[config.mk]
export PLATFORM = sky130hd
export DESIGN_NAME = digest_reader_flat
export DESIGN_NICKNAME = d
export VERILOG_FILES = /design/src/rtl/sha_pkg.sv /design/src/rtl/digest_reader_if.sv /design/src/rtl/digest_reader_lz_check.sv /design/src/rtl/digest_reader.sv /design/src/flat_wrapper.sv
export SDC_FILE = /design/constraint.sdc
export NUM_CORES = 1
export LEC_CHECK = 0
export ABC_AREA = 1
export BUFFER_PORTS_ARGS = -buffer_cell sky130_fd_sc_hd__buf_2
export CORE_ASPECT_RATIO = 1.5
export CORE_MARGIN = 3
export CORE_UTILIZATION = 50
export DETAILED_ROUTE_END_ITERATION = 10
export PLACE_DENSITY_LB_ADDON = 0.08
export SYNTH_ARGS = -nofsm -noshare
export SYNTH_HDL_FRONTEND = slang
export SYNTH_SLANG_ARGS = --single-unit
[constraint.sdc]
create_clock -name clk -period 2.14 [get_ports clk]
set_input_delay 0.428 -clock clk [delete_from_list [all_inputs] [get_ports clk]]
set_output_delay 0.428 -clock clk [all_outputs]
set_load 0.05 [all_outputs]
[src/rtl/sha_pkg.sv]
// Shared SHA-256 constants and types used by the digest reader and its neighbours
// in the hashing pipeline.
package sha_pkg;

  // Standard SHA-256 initial chaining values
  localparam logic [31:0] SHA256_H0 = 32'h6a09e667;
  localparam logic [31:0] SHA256_H1 = 32'hbb67ae85;
  localparam logic [31:0] SHA256_H2 = 32'h3c6ef372;
  localparam logic [31:0] SHA256_H3 = 32'ha54ff53a;
  localparam logic [31:0] SHA256_H4 = 32'h510e527f;
  localparam logic [31:0] SHA256_H5 = 32'h9b05688c;
  localparam logic [31:0] SHA256_H6 = 32'h1f83d9ab;
  localparam logic [31:0] SHA256_H7 = 32'h5be0cd19;

  localparam logic [1:0] BLK_INIT  = 2'd0;
  localparam logic [1:0] BLK_MID   = 2'd1;
  localparam logic [1:0] BLK_PAD   = 2'd2;
  localparam logic [1:0] BLK_FINAL = 2'd3;

  localparam int DIGEST_WORDS = 8;
  localparam int RECORD_WORDS = 9;

  typedef enum logic [1:0] {
    ST_IDLE,
    ST_CHECK,
    ST_SEND
  } dr_state_e;

endpackage

[src/rtl/digest_reader_if.sv]
// Result word stream toward the host side: valid/ready with an end-of-record marker.
interface digest_reader_if;
  logic        out_valid;
  logic [31:0] out_data;
  logic        out_last;
  logic        out_ready;

  modport master (output out_valid, output out_data, output out_last, input out_ready);
  modport slave  (input out_valid, input out_data, input out_last, output out_ready);
endinterface

[src/rtl/digest_reader_lz_check.sv]
// Leading-zero difficulty test: flags when the top ZERO_BITS bits of a digest are clear.
module lz_check #(
  parameter int ZERO_BITS = 32
) (
  input  logic [255:0] din,
  output logic         zero
);
  assign zero = (din[255 -: ZERO_BITS] == '0);
endmodule

[src/rtl/digest_reader.sv]
// Captures the final digest, tests it against the difficulty and streams qualifying
// records (H0..H7 then nonce) to the host, while keeping hash/hit statistics.
module digest_reader
  import sha_pkg::*;
#(
  parameter int ZERO_BITS = 32,
  parameter int SEND_ALL  = 0,
  parameter int CNT_W     = 16
) (
  input  logic                 clk,
  input  logic                 rst_n,
  input  logic                 done,
  input  logic [255:0]         h_in,
  input  logic [31:0]          nonce_in,
  input  logic                 clr_stats,
  digest_reader_if.master      stream,
  output logic                 busy,
  output logic                 hit,
  output logic [CNT_W-1:0]     hit_count,
  output logic [CNT_W-1:0]     hash_count,
  output logic                 overrun
);

  localparam logic [3:0] LAST_IDX = 4'(RECORD_WORDS - 1);

  dr_state_e          state_reg;
  logic [255:0]       dig_reg;
  logic [31:0]        nonce_reg;
  logic [3:0]         idx_reg;
  logic               out_valid_reg;
  logic               out_last_reg;
  logic [31:0]        out_data_reg;
  logic               hit_reg;
  logic               overrun_reg;
  logic [CNT_W-1:0]   hash_cnt_reg;
  logic [CNT_W-1:0]   hit_cnt_reg;

  logic [31:0]        dig_words [DIGEST_WORDS];
  logic               dig_zero;
  logic [3:0]         idx_next;
  logic [31:0]        word_next;
  logic               handshake;
  logic               send_rec;

  genvar gi;
  generate
    for (gi = 0; gi < DIGEST_WORDS; gi++) begin : g_words
      assign dig_words[gi] = dig_reg[255 - 32*gi -: 32];
    end
  endgenerate

  lz_check #(.ZERO_BITS(ZERO_BITS)) u_lz (
    .din  (dig_reg),
    .zero (dig_zero)
  );

  assign idx_next  = idx_reg + 4'd1;
  assign word_next = (idx_next < 4'(DIGEST_WORDS)) ? dig_words[idx_next[2:0]] : nonce_reg;
  assign handshake = out_valid_reg & stream.out_ready;
  assign send_rec  = dig_zero | (SEND_ALL != 0);

  always_ff @(posedge clk or negedge rst_n) begin
    if (!rst_n) begin
      state_reg     <= ST_IDLE;
      dig_reg       <= '0;
      nonce_reg     <= '0;
      idx_reg       <= '0;
      out_valid_reg <= 1'b0;
      out_last_reg  <= 1'b0;
      out_data_reg  <= '0;
      hit_reg       <= 1'b0;
      overrun_reg   <= 1'b0;
      hash_cnt_reg  <= '0;
      hit_cnt_reg   <= '0;
    end else begin
      hit_reg <= 1'b0;
      case (state_reg)
        ST_IDLE: begin
          if (done) begin
            dig_reg   <= h_in;
            nonce_reg <= nonce_in;
            state_reg <= ST_CHECK;
          end
        end
        ST_CHECK: begin
          hit_reg <= dig_zero;
          if (send_rec) begin
            state_reg     <= ST_SEND;
            idx_reg       <= '0;
            out_valid_reg <= 1'b1;
            out_data_reg  <= dig_words[0];
            out_last_reg  <= 1'b0;
          end else begin
            state_reg <= ST_IDLE;
          end
        end
        ST_SEND: begin
          // Word registers only move on an accepted word, so stalls hold everything.
          if (handshake) begin
            if (idx_reg == LAST_IDX) begin
              out_valid_reg <= 1'b0;
              out_last_reg  <= 1'b0;
              state_reg     <= ST_IDLE;
            end else begin
              idx_reg      <= idx_next;
              out_data_reg <= word_next;
              out_last_reg <= (idx_next == LAST_IDX);
            end
          end
        end
        default: state_reg <= ST_IDLE;
      endcase

      if (clr_stats) begin
        hash_cnt_reg <= '0;
        hit_cnt_reg  <= '0;
        overrun_reg  <= 1'b0;
      end else begin
        if (state_reg == ST_IDLE && done)
          hash_cnt_reg <= hash_cnt_reg + 1'b1;
        if (state_reg == ST_CHECK && dig_zero)
          hit_cnt_reg <= hit_cnt_reg + 1'b1;
        if (state_reg != ST_IDLE && done)
          overrun_reg <= 1'b1;
      end
    end
  end

  assign stream.out_valid = out_valid_reg;
  assign stream.out_data  = out_data_reg;
  assign stream.out_last  = out_last_reg;
  assign busy       = (state_reg != ST_IDLE);
  assign hit        = hit_reg;
  assign hit_count  = hit_cnt_reg;
  assign hash_count = hash_cnt_reg;
  assign overrun    = overrun_reg;

endmodule
[src/flat_wrapper.sv]
// flat-port wrapper written by rule: the top's interface ports become plain ports
module digest_reader_flat import sha_pkg::*;
#(
  parameter int ZERO_BITS = 32,
  parameter int SEND_ALL  = 0,
  parameter int CNT_W     = 16
)
  (clk, rst_n, done, h_in, nonce_in, clr_stats, busy, hit, hit_count, hash_count, overrun, stream_out_valid, stream_out_data, stream_out_last, stream_out_ready);
  digest_reader_if stream_i ();
  input  logic clk;
  input  logic rst_n;
  input  logic done;
  input  logic [255:0] h_in;
  input  logic [31:0] nonce_in;
  input  logic clr_stats;
  output logic busy;
  output logic hit;
  output logic [CNT_W-1:0] hit_count;
  output logic [CNT_W-1:0] hash_count;
  output logic overrun;
  output wire logic [$bits(stream_i.out_valid)-1:0] stream_out_valid;
  output wire logic [$bits(stream_i.out_data)-1:0] stream_out_data;
  output wire logic [$bits(stream_i.out_last)-1:0] stream_out_last;
  input wire logic [$bits(stream_i.out_ready)-1:0] stream_out_ready;
  assign stream_out_valid = stream_i.out_valid;
  assign stream_out_data = stream_i.out_data;
  assign stream_out_last = stream_i.out_last;
  assign stream_i.out_ready = stream_out_ready;
  digest_reader #(.ZERO_BITS(ZERO_BITS), .SEND_ALL(SEND_ALL), .CNT_W(CNT_W)) u_core (.clk(clk), .rst_n(rst_n), .done(done), .h_in(h_in), .nonce_in(nonce_in), .clr_stats(clr_stats), .stream(stream_i), .busy(busy), .hit(hit), .hit_count(hit_count), .hash_count(hash_count), .overrun(overrun));
endmodule
# Word-level counts from Yosys, hierarchy flattened

Index checks and enable logic that the tools add are counted.

Output and inout bits: 69
Logic and storage cells: 74
Input port bits: 293
Register bits after elaboration: 362

Reduce and logical (&&, ||, !) cells: 15
Bitwise operators: 2
Muxes and demuxes: 32
Add/sub/neg operators: 3
Equal/unequal tests: 9
Order comparisons: 2

Operators by type and width:

| kind                    | number |
|---|---|
| $mux W32                | 6 |
| $bmux W32 S3            | 1 |
| $mux W16                | 4 |
| $pmux W32 S2            | 1 |
| $add A16 B1 Y16 const B | 2 |
| $logic_not A32 Y1       | 1 |
| $mux W4                 | 3 |
| $reduce_bool A2 Y1      | 5 |
| $mux W1                 | 9 |
| $eq A4 B4 Y1 const B    | 2 |
| $mux W2                 | 4 |
| $pmux W4 S2             | 1 |
| $reduce_and A4 Y1       | 2 |
| $ne A2 B1 Y1 const B    | 3 |
| $pmux W2 S3             | 1 |
| $reduce_and A3 Y1       | 2 |
| $add A4 B1 Y4 const B   | 1 |
| $ge A4 B4 Y1 const B    | 1 |
| $lt A4 B4 Y1 const B    | 1 |
| $ne A2 B2 Y1 const B    | 2 |
| $not A3 Y4              | 1 |
| $pmux W1 S2             | 2 |
| $logic_and A1 B1 Y1     | 3 |
| $eq A2 B1 Y1 const B    | 1 |
| other kinds (4)         | 4 |

# Depth between registers and ports, before layout

Gate-level depths: netlist of the first run.

Word-level depth: 9
Gate-level depth with buffers: 14
Gate-level depth less buffers: 11

# Hierarchy

A second synthesis of the first run with hierarchy kept.

Cells, all modules: 2,440
Area, all modules: 17,768.3 µm²

Modules (own cells, without submodules):

| module        | area each (µm²) | times used | sequential area each (µm²) | cells an instance |
|---|---|---|---|---|
| digest_reader | 17,651.9        | 1          | 9,058.7                    | 2,409 |
| lz_check      | 116.4           | 1          | 0.0                        | 31 |

# Least setup slack after synthesis of the first run

OpenSTA, ideal clock, no wires.

Path type: reg2reg
From: reg u_core.idx_reg[0]
To: reg u_core.out_data_reg[20] (netlist: u_core.stream.out_data[20])
Setup time: 66 ps
Clock period less this slack: 2,078 ps
Slack: 62 ps
Arrival: 2,012 ps
Buffers on the path: 4
Cell stages (with the launch flop): 13
Required time: 2,074 ps
Cell sequence: dfrtp_1 -> inv_2 -> buf_2 -> buf_2 -> ha_1 -> buf_2 -> clkbuf_1 -> nand3_1 -> nand3_1 -> nand3_1 -> nand2_1 -> nand3_1 -> nand2_1

Word-level cells in the longest chain between the ends: 9
Elaborated cells between the ends (all ways): 13
Those cells by class: add/sub (1); order compare (1); eq/ne (2); mux (7); bitwise (1); reduce/logical (1)

Ends and longest elaborated chain:

| what                                         | line                 | text |
|---|---|---|
| start: declaration                           | digest_reader.sv:29  | `logic [3:0] idx_reg;` |
| start signal: assignment                     | digest_reader.sv:105 | `idx_reg <= idx_next;` |
| $add A4 B1 Y4                                | digest_reader.sv:57  | `assign idx_next = idx_reg + 4'd1;` |
| $not A3 Y4 (not written as such)             | digest_reader.sv:58  | `assign word_next = (idx_next < 4'(DIGEST_WORDS)) ? dig_words[idx_next[2:0]] : nonce_reg;` |
| $bmux W32 S3                                 | digest_reader.sv:58  |  |
| $mux W32 (not written as such) (2 in series) | digest_reader.sv:58  |  |
| $mux W32                                     | digest_reader.sv:58  |  |
| $mux W32                                     | digest_reader.sv:100 | `if (idx_reg == LAST_IDX) begin` |
| $mux W32                                     | digest_reader.sv:99  | `if (handshake) begin` |
| $pmux W32 S2                                 | digest_reader.sv:77  | `case (state_reg)` |
| end signal: assignment                       | digest_reader.sv:91  | `out_data_reg <= dig_words[0];` |
| end signal: assignment                       | digest_reader.sv:106 | `out_data_reg <= word_next;` |
| end: declaration                             | digest_reader.sv:32  | `logic [31:0] out_data_reg;` |

Parallel ways exist; a longest one is shown, timed or not. The select of a mux whose other input is x is not followed.
A chain may end at the register's enable or synchronous reset.

# Worst setup path in the final report of the first run

From: reg u_core.state_reg[0]
To: out busy

Word-level cells in the longest chain between the ends: 1

Ends and longest elaborated chain:

| what                     | line                 | text |
|---|---|---|
| start: declaration       | digest_reader.sv:26  | `dr_state_e state_reg;` |
| start signal: assignment | digest_reader.sv:64  | `state_reg <= ST_IDLE;` |
| start signal: assignment | digest_reader.sv:82  | `state_reg <= ST_CHECK;` |
| start signal: assignment | digest_reader.sv:88  | `state_reg <= ST_SEND;` |
| $reduce_bool A2 Y1       | digest_reader.sv:132 | `assign busy = (state_reg != ST_IDLE);` |
| end: declaration         | flat_wrapper.sv:16   | `output logic busy;` |

No other way between the ends.

==> results.py, run 1 <==
metrics = {
    "yosys": {
        "avgSynthCellArea_sq_um": 7.43,
        "synth_seq_cells": 362,
        "syn_area_sq_um": 17900,
        "yosysMostFrequentCell": "nand2_1",
        "synth_top_area_share_pct": 50.6,
        "yosysSeqAreaShare_pct": 50.6,
        "yosys-top-cells-area": "dfrtp_1 51%, nand2_1 20%, nand3_1 7.2%",
        "synthTopCellsByCount": "960 x nand2_1, 362 x dfrtp_1, 284 x inv_1, 257 x nand3_1, 246 x o21ai_0",
        "synth_edf_count": 0,
        "synth_cell_types": 32,
        "synth_flop_cell": "dfrtp_1",
        "yosys_warnings": 0,
        "synth_fp_nets": 2710,
        "postSynthCellCount": 2408,
        "synth_top_area_cell": "dfrtp_1",
        "async_flop_share_pct": 100,
    },
    "layout": {
        "multiInputGateArea_sq_um": 7100,
        "fillers": 3259,
        "layout-drive-gt1-share_pct": 18.6,
        "area_growth_pct": 21.8,
        "fin_cells": 3239,
        "fin_nets": 3041,
        "largest_reg_flops": 256,
        "register_area_sq_um": 9060,
    },
    "die": {
        "row_count": 84,
        "core-area_sq_um": 35200,
        "start_util_pct": 50.8,
        "die_x_microns": 160,
        "ios": 362,
        "dieHeight_microns": 238,
        "die-area_sq_um": 38100,
    },
    "pwr": {
        "p_per_area_nw_per_um2": 1280,
        "p_sw_share_pct": 39.7,
        "switching_power_w": 0.0110,
        "p_int_w": 0.0168,
        "combPwrFrac_pct": 36.3,
        "peakVddDrop_mv": 0.645,
        "clockPowerShare_pct": 23.9,
        "p_leak_nw": 11.6,
        "p_seq_share_pct": 39.8,
    },
    "timing": {
        "rsz0062_at_grt": "false",
        "finalCriticalPeriod_ns": 2.06,
        "fin_hold_ws_ns": 0.0794,
        "max_freq_mhz": 485,
        "fin_skew_ns": 0.0203,
        "hold_violations": 0,
        "finalSetupViolCount": 0,
        "finalCritPeriodShare_pct": 96.3,
        "finalWorstSetupSlack_ns": 0.0802,
        "tightest_slew_ns": 0.712,
        "slew-limit-headroom_pct": 52.0,
        "setup-tns-final_ns": 0,
        "slew_violations": 0,
    },
    "clocking": {
        "cts_setup_buffers": 0,
        "cts_buffers": 37,
        "cts_sinks": 362,
        "clk_pin_slew_ns": 0.07,
        "clk_latency_ns": 0.54,
        "cts.root.buffer_cell": "clkbuf_16",
        "clockBufferDepth": 3,
        "cts_tree": "done",
        "htreeDepth": 2,
    },
    "routing": {
        "drt-total-wl_microns": 64500,
        "drt-vias-per-instance": 5.36,
        "via_count": 17365,
        "wl_per_cell_microns": 19.9,
        "remaining_drc_errors": 0,
        "drt-initial-drc-count": 1631,
        "dr.pass1.iters": 6,
        "ant_nets": 0,
    },
    "worst_setup_path": {
        "r2r-start": "u_core.idx_reg[0]",
        "arrival_ns": 1.63,
        "critPathCaptureType": "output port",
        "path_max_fanout": 4,
        "path_cells": "inv_1, ha_1, inv_1, clkbuf_4",
        "cp-start-kind": "flip-flop",
        "cp-startpoint": "u_core.state_reg[0]",
        "cp.required_ns": 1.71,
        "reg2reg_slack_ns": 0.15,
        "path_class": "flip-flop to output port",
        "cpPeakStageDelay_ns": 0.36,
        "cp_common_cell": "inv_1",
        "crit_slowest_cell": "dfrtp_1",
    },
    "min_path": {
        "hp-class": "input port to flip-flop",
        "hold_start": "nonce_in[24]",
    },
    "global_route": {
        "antenna_found_initial": 0,
        "overflow": 0,
        "grt_max_degree": 108,
        "grt_pass1_wl_microns": 98700,
        "track_usage_pct": 33.4,
        "grt_pass1_vias": 17281,
    },
    "placed_design": {
        "hpwl_microns": 48100,
        "post-place-ws_ns": 0.155,
        "numPortBuffers": 361,
        "placedCellCount": 3172,
        "gp_congestion": 1.06,
    },
    "outcome": {
        "status": "finished, final reports clean",
    },
    "job": {
        "max-cap-violations": 0,
    },
}
[layout by cell type, fill, tap and decap left out, types with 8 or more instances in the layout]
cell type  count
dfrtp_1      361
inv_1        284
o21ai_0      246
ha_1           8
nor3_1        11
clkbuf_1       9
a21oi_1       11
buf_2        359
buf_4         38
clkbuf_16     39
o211ai_1      26
nand4_1       13
nand3_1      257
nand2_1      959
xor2_1         8
buf_12        29
nor2_1        49
[path summary, 6_finish.rpt]
kind	endpoint	cells after the start
min in group asynchronous	u_core.dig_reg[66]	2
max in group asynchronous	u_core.dig_reg[106]	3
min reg2reg	u_core.stream.out_last	2
max	busy	4
max reg2reg	u_core.stream.out_data[0]	9
min	u_core.nonce_reg[24]	3
[power by group through the flow]
stage	combinational, W	clock (W)	sequential, W
2_1_floorplan	0.00559	0	0.0117
5_1_grt	0.0112	0.00700	0.0113
3_5_place_dp	0.0100	0	0.0111
4_1_cts	0.0101	0.00675	0.0110
3_3_place_gp	0.00986	0	0.0111
6_report	0.0101	0.00666	0.0111
[per-stage QoR]
step	total power, W	area, sq um	util [%]
global placement	0.0209	20500	58.4
detailed placement	0.0211	20500	58.4
CTS	0.0279	21800	61.9
floorplan	0.0173	17900	-
global route	0.0296	21800	61.9
finish	0.0279	21800	61.9
[final cells by class]
class / instances / share of cell area, %
Multi-Input combinational cell: 1615 / 32.6
Tap cell: 473 / 2.72
Sequential cell: 362 / 41.6
Clock buffer: 54 / 5.01
Timing Repair Buffer: 429 / 12.4
Antenna cell: 1 / 0.0115
Clock inverter: 11 / 0.626
Inverter: 294 / 5.11
[kinds of logic (layout without fill, tap and decap cells)]
logic type | count (synthesis) | after routing | share of synthesized area [%]
buffers and inverters | 431 | 788 | 9.81
and+or+nand+nor | 1306 | 1306 | 29.8
DFF | 362 | 362 | 50.6
adders and majority gates | 9 | 9 | 0.629
other | 0 | 1 | 0
AOI/OAI and AO/OA | 290 | 290 | 8.59
xor gates and xnor gates | 10 | 10 | 0.531
[worst max-delay path: cells and delay by family (launching register included)]
kind / cells / cell delay [ns]
fa+ha+maj: 1 / 0.25
buf+inv: 3 / 0.48
flops: 1 / 0.36
[routing by layer]
| metal | routed length, microns | vias up | GRT usage, % |
|---|---|---|---|
| li1 | - | 8148 | - |
| met1 | 23700 | 8225 | 40.3 |
| met2 | 31300 | 809 | 55.9 |
| met3 | 4530 | 183 | 4.88 |
| met4 | 4930 | 0 | 21.8 |
| met5 | 0 | - | 0 |
[what timing repair did]
action,4_1_cts,5_1_grt
hold buffers,1,0
endpoints found under the hold margin,30,0
resized for setup,0,2
setup endpoints to repair,0,3
(Power assumes the default switching activity.)
==> run 2, diff against run 1 <==
--- a/config.mk
+++ b/config.mk
@@ -9,7 +9,8 @@
 export BUFFER_PORTS_ARGS = -buffer_cell sky130_fd_sc_hd__buf_2
 export CORE_ASPECT_RATIO = 1.5
 export CORE_MARGIN = 3
-export CORE_UTILIZATION = 50
+export CORE_UTILIZATION = 30
+export CTS_CLUSTER_SIZE = 8
 export DETAILED_ROUTE_END_ITERATION = 10
 export PLACE_DENSITY_LB_ADDON = 0.08
 export SYNTH_ARGS = -nofsm -noshare
==> run 2 against run 1 <==
Compared with the run above: worst hold slack worse by 0.043 ns; cell count increased by 9.8%; die area grew 64%; combinational power about the same.
==> results.py, run 2 (synthesis gave the netlist of run 1 again) <==
metrics = {
    "outcome": {
        "status": "finished, final reports clean",
    },
    "layout": {
        "fin_nets": 3075,
        "layout-drive-gt1-share_pct": 19.4,
        "fin_cells": 3558,
        "area_growth_pct": 25.4,
        "multiInputGateArea_sq_um": 7140,
        "register_area_sq_um": 9060,
        "layout_commonest_cell": "nand2_1",
        "final_cell_mix": "959 x nand2_1, 361 x dfrtp_1, 359 x buf_2",
        "fillers": 6407,
        "largest_reg_flops": 256,
    },
    "die": {
        "start_util_pct": 30.3,
        "dieHeight_microns": 305,
        "core-area_sq_um": 59100,
        "row_count": 109,
        "die_x_microns": 205,
        "ios": 362,
        "die-area_sq_um": 62700,
    },
    "timing": {
        "finalCritPeriodShare_pct": 96.6,
        "finalCriticalPeriod_ns": 2.07,
        "fin_hold_ws_ns": 0.0364,
        "fin_skew_ns": 0.0179,
        "slew_violations": 0,
        "finalSetupViolCount": 0,
        "finalWorstSetupSlack_ns": 0.0736,
        "max_freq_mhz": 484,
        "rsz0062_at_grt": "true",
        "slew-limit-headroom_pct": 55.5,
        "hold_violations": 0,
        "tightest_slew_ns": 0.667,
    },
    "clocking": {
        "cts_tree": "done",
        "cts.root.buffer_cell": "clkbuf_16",
        "cts_sinks": 362,
        "htreeDepth": 2,
        "clockBufferDepth": 3,
        "clk_pin_slew_ns": 0.06,
        "cts_buffers": 51,
        "clk_latency_ns": 0.60,
    },
    "routing": {
        "drt-vias-per-instance": 4.73,
        "wl_per_cell_microns": 21.3,
        "ant_nets": 0,
        "remaining_drc_errors": 0,
        "via_count": 16823,
        "drt-total-wl_microns": 75700,
        "drt-initial-drc-count": 942,
        "dr.pass1.iters": 5,
    },
    "pwr": {
        "p_per_area_nw_per_um2": 1270,
        "p_leak_nw": 11.7,
        "peakVddDrop_mv": 0.570,
    },
    "min_path": {
        "hp-class": "input port to flip-flop",
    },
    "worst_setup_path": {
        "crit_slowest_cell": "dfrtp_1",
        "path_class": "flip-flop to output port",
        "path_delay_family": "buffers and inverters",
        "arrival_ns": 1.64,
        "cp.required_ns": 1.71,
        "critPathCaptureType": "output port",
        "path_buf_inv": 3,
        "cp-start-kind": "flip-flop",
        "path_cells": "inv_1, ha_1, inv_2, buf_4",
        "path_max_fanout": 4,
        "cpPeakStageDelay_ns": 0.38,
    },
    "global_route": {
        "grt_pass1_wl_microns": 112000,
        "grt_max_degree": 95,
        "antenna_found_initial": 10,
        "grt_pass1_vias": 17524,
        "track_usage_pct": 23.9,
        "overflow": 0,
    },
    "placed_design": {
        "hpwl_microns": 58200,
        "post-place-ws_ns": -0.153,
        "gp_congestion": 0.925,
        "placedCellCount": 3494,
        "numPortBuffers": 361,
    },
    "job": {
        "max-cap-violations": 0,
    },
}
run 2: cell count changes in the layout (fill, tap and decap cells not counted), moves of 2 or more:
cell,before,now
buf_4,38,60
clkinv_2,7,1
diode_2,1,5
dlygate4sd3_1,1,3
buf_12,29,26
clkbuf_8,6,0
clkbuf_1,9,2
bufinv_16,3,0
nand3_2,0,7
nand3_1,257,250
clkbuf_16,39,51
run 2: repair_timing:
action / in CTS / in global routing
setup endpoints to repair: 7 / 20
buffers inserted: 0 / 0
hold buffers: 3 / 0
cloned: 0 / 0
gates resized for setup: 8 / 6
hold endpoints to repair: 26 / 0
run 2: report_power, final:
group	switching (W)	internal (W)	leakage [nW]	total, W
Combinational	0.00711	0.00312	6.53	0.0102
Sequential	0.00134	0.00974	4.54	0.0111
Clock	0.00309	0.00419	0.645	0.00728
run 2: stage by stage:
stage | setup TNS, ns | utilization [%] | cell area [sq um] | total power [W]
after global routing | -0.00932 | 38.0 | 22400 | 0.0306
after floorplan | 0 | - | 17900 | 0.0173
final | 0 | 38.0 | 22400 | 0.0286
after CTS | 0 | 37.9 | 22400 | 0.0290
after detailed placement | -0.552 | 35.6 | 21000 | 0.0215
after global placement | -0.541 | 35.6 | 21000 | 0.0215
run 2: path summary, 6_finish.rpt:
path                                                 from                         end  slack [ns]  cells after the start
worst min register to register  u_core.stream.out_data[9]   u_core.stream.out_data[9]        0.48                      2
worst min-delay path                         nonce_in[27]        u_core.nonce_reg[27]        0.04                      3
max in group asynchronous                           rst_n          u_core.dig_reg[14]        1.05                      4
min in group asynchronous                           rst_n         u_core.hit_count[4]        0.31                      2
worst max-delay path                  u_core.state_reg[0]                        busy        0.07                      4
worst max register to register          u_core.idx_reg[0]  u_core.stream.out_data[20]        0.08                      9
run 2: routing by layer:
layer	share of wire (%)	wire length, microns	global-route usage (%)	vias to the layer above
met5	0.036	27	0	-
met1	39	29800	28.3	8014
met2	52	39100	43.4	485
li1	-	-	-	8203
met3	5.3	4020	4.01	117
met4	3.8	2840	7.98	4
run 2: worst register-to-register path, cell delays in order, from the launching register on:
cell,delay (ns)
dfrtp_4,0.47
clkinv_2,0.10
ha_2,0.42
buf_12,0.20
nand3_1,0.21
nand3_1,0.25
nand3_1,0.10
nand2_1,0.07
nand3_1,0.10
nand2_1,0.08
run 2: area by class of cell:
type                            count  share of cell area, %
Antenna cell                        5                 0.0558
Sequential cell                   362                   40.4
Inverter                          294                   4.97
Timing Repair Buffer              449                   12.5
Clock buffer                       53                   5.72
Multi-Input combinational cell   1615                   31.8
Clock inverter                      3                  0.162
Tap cell                          777                   4.33
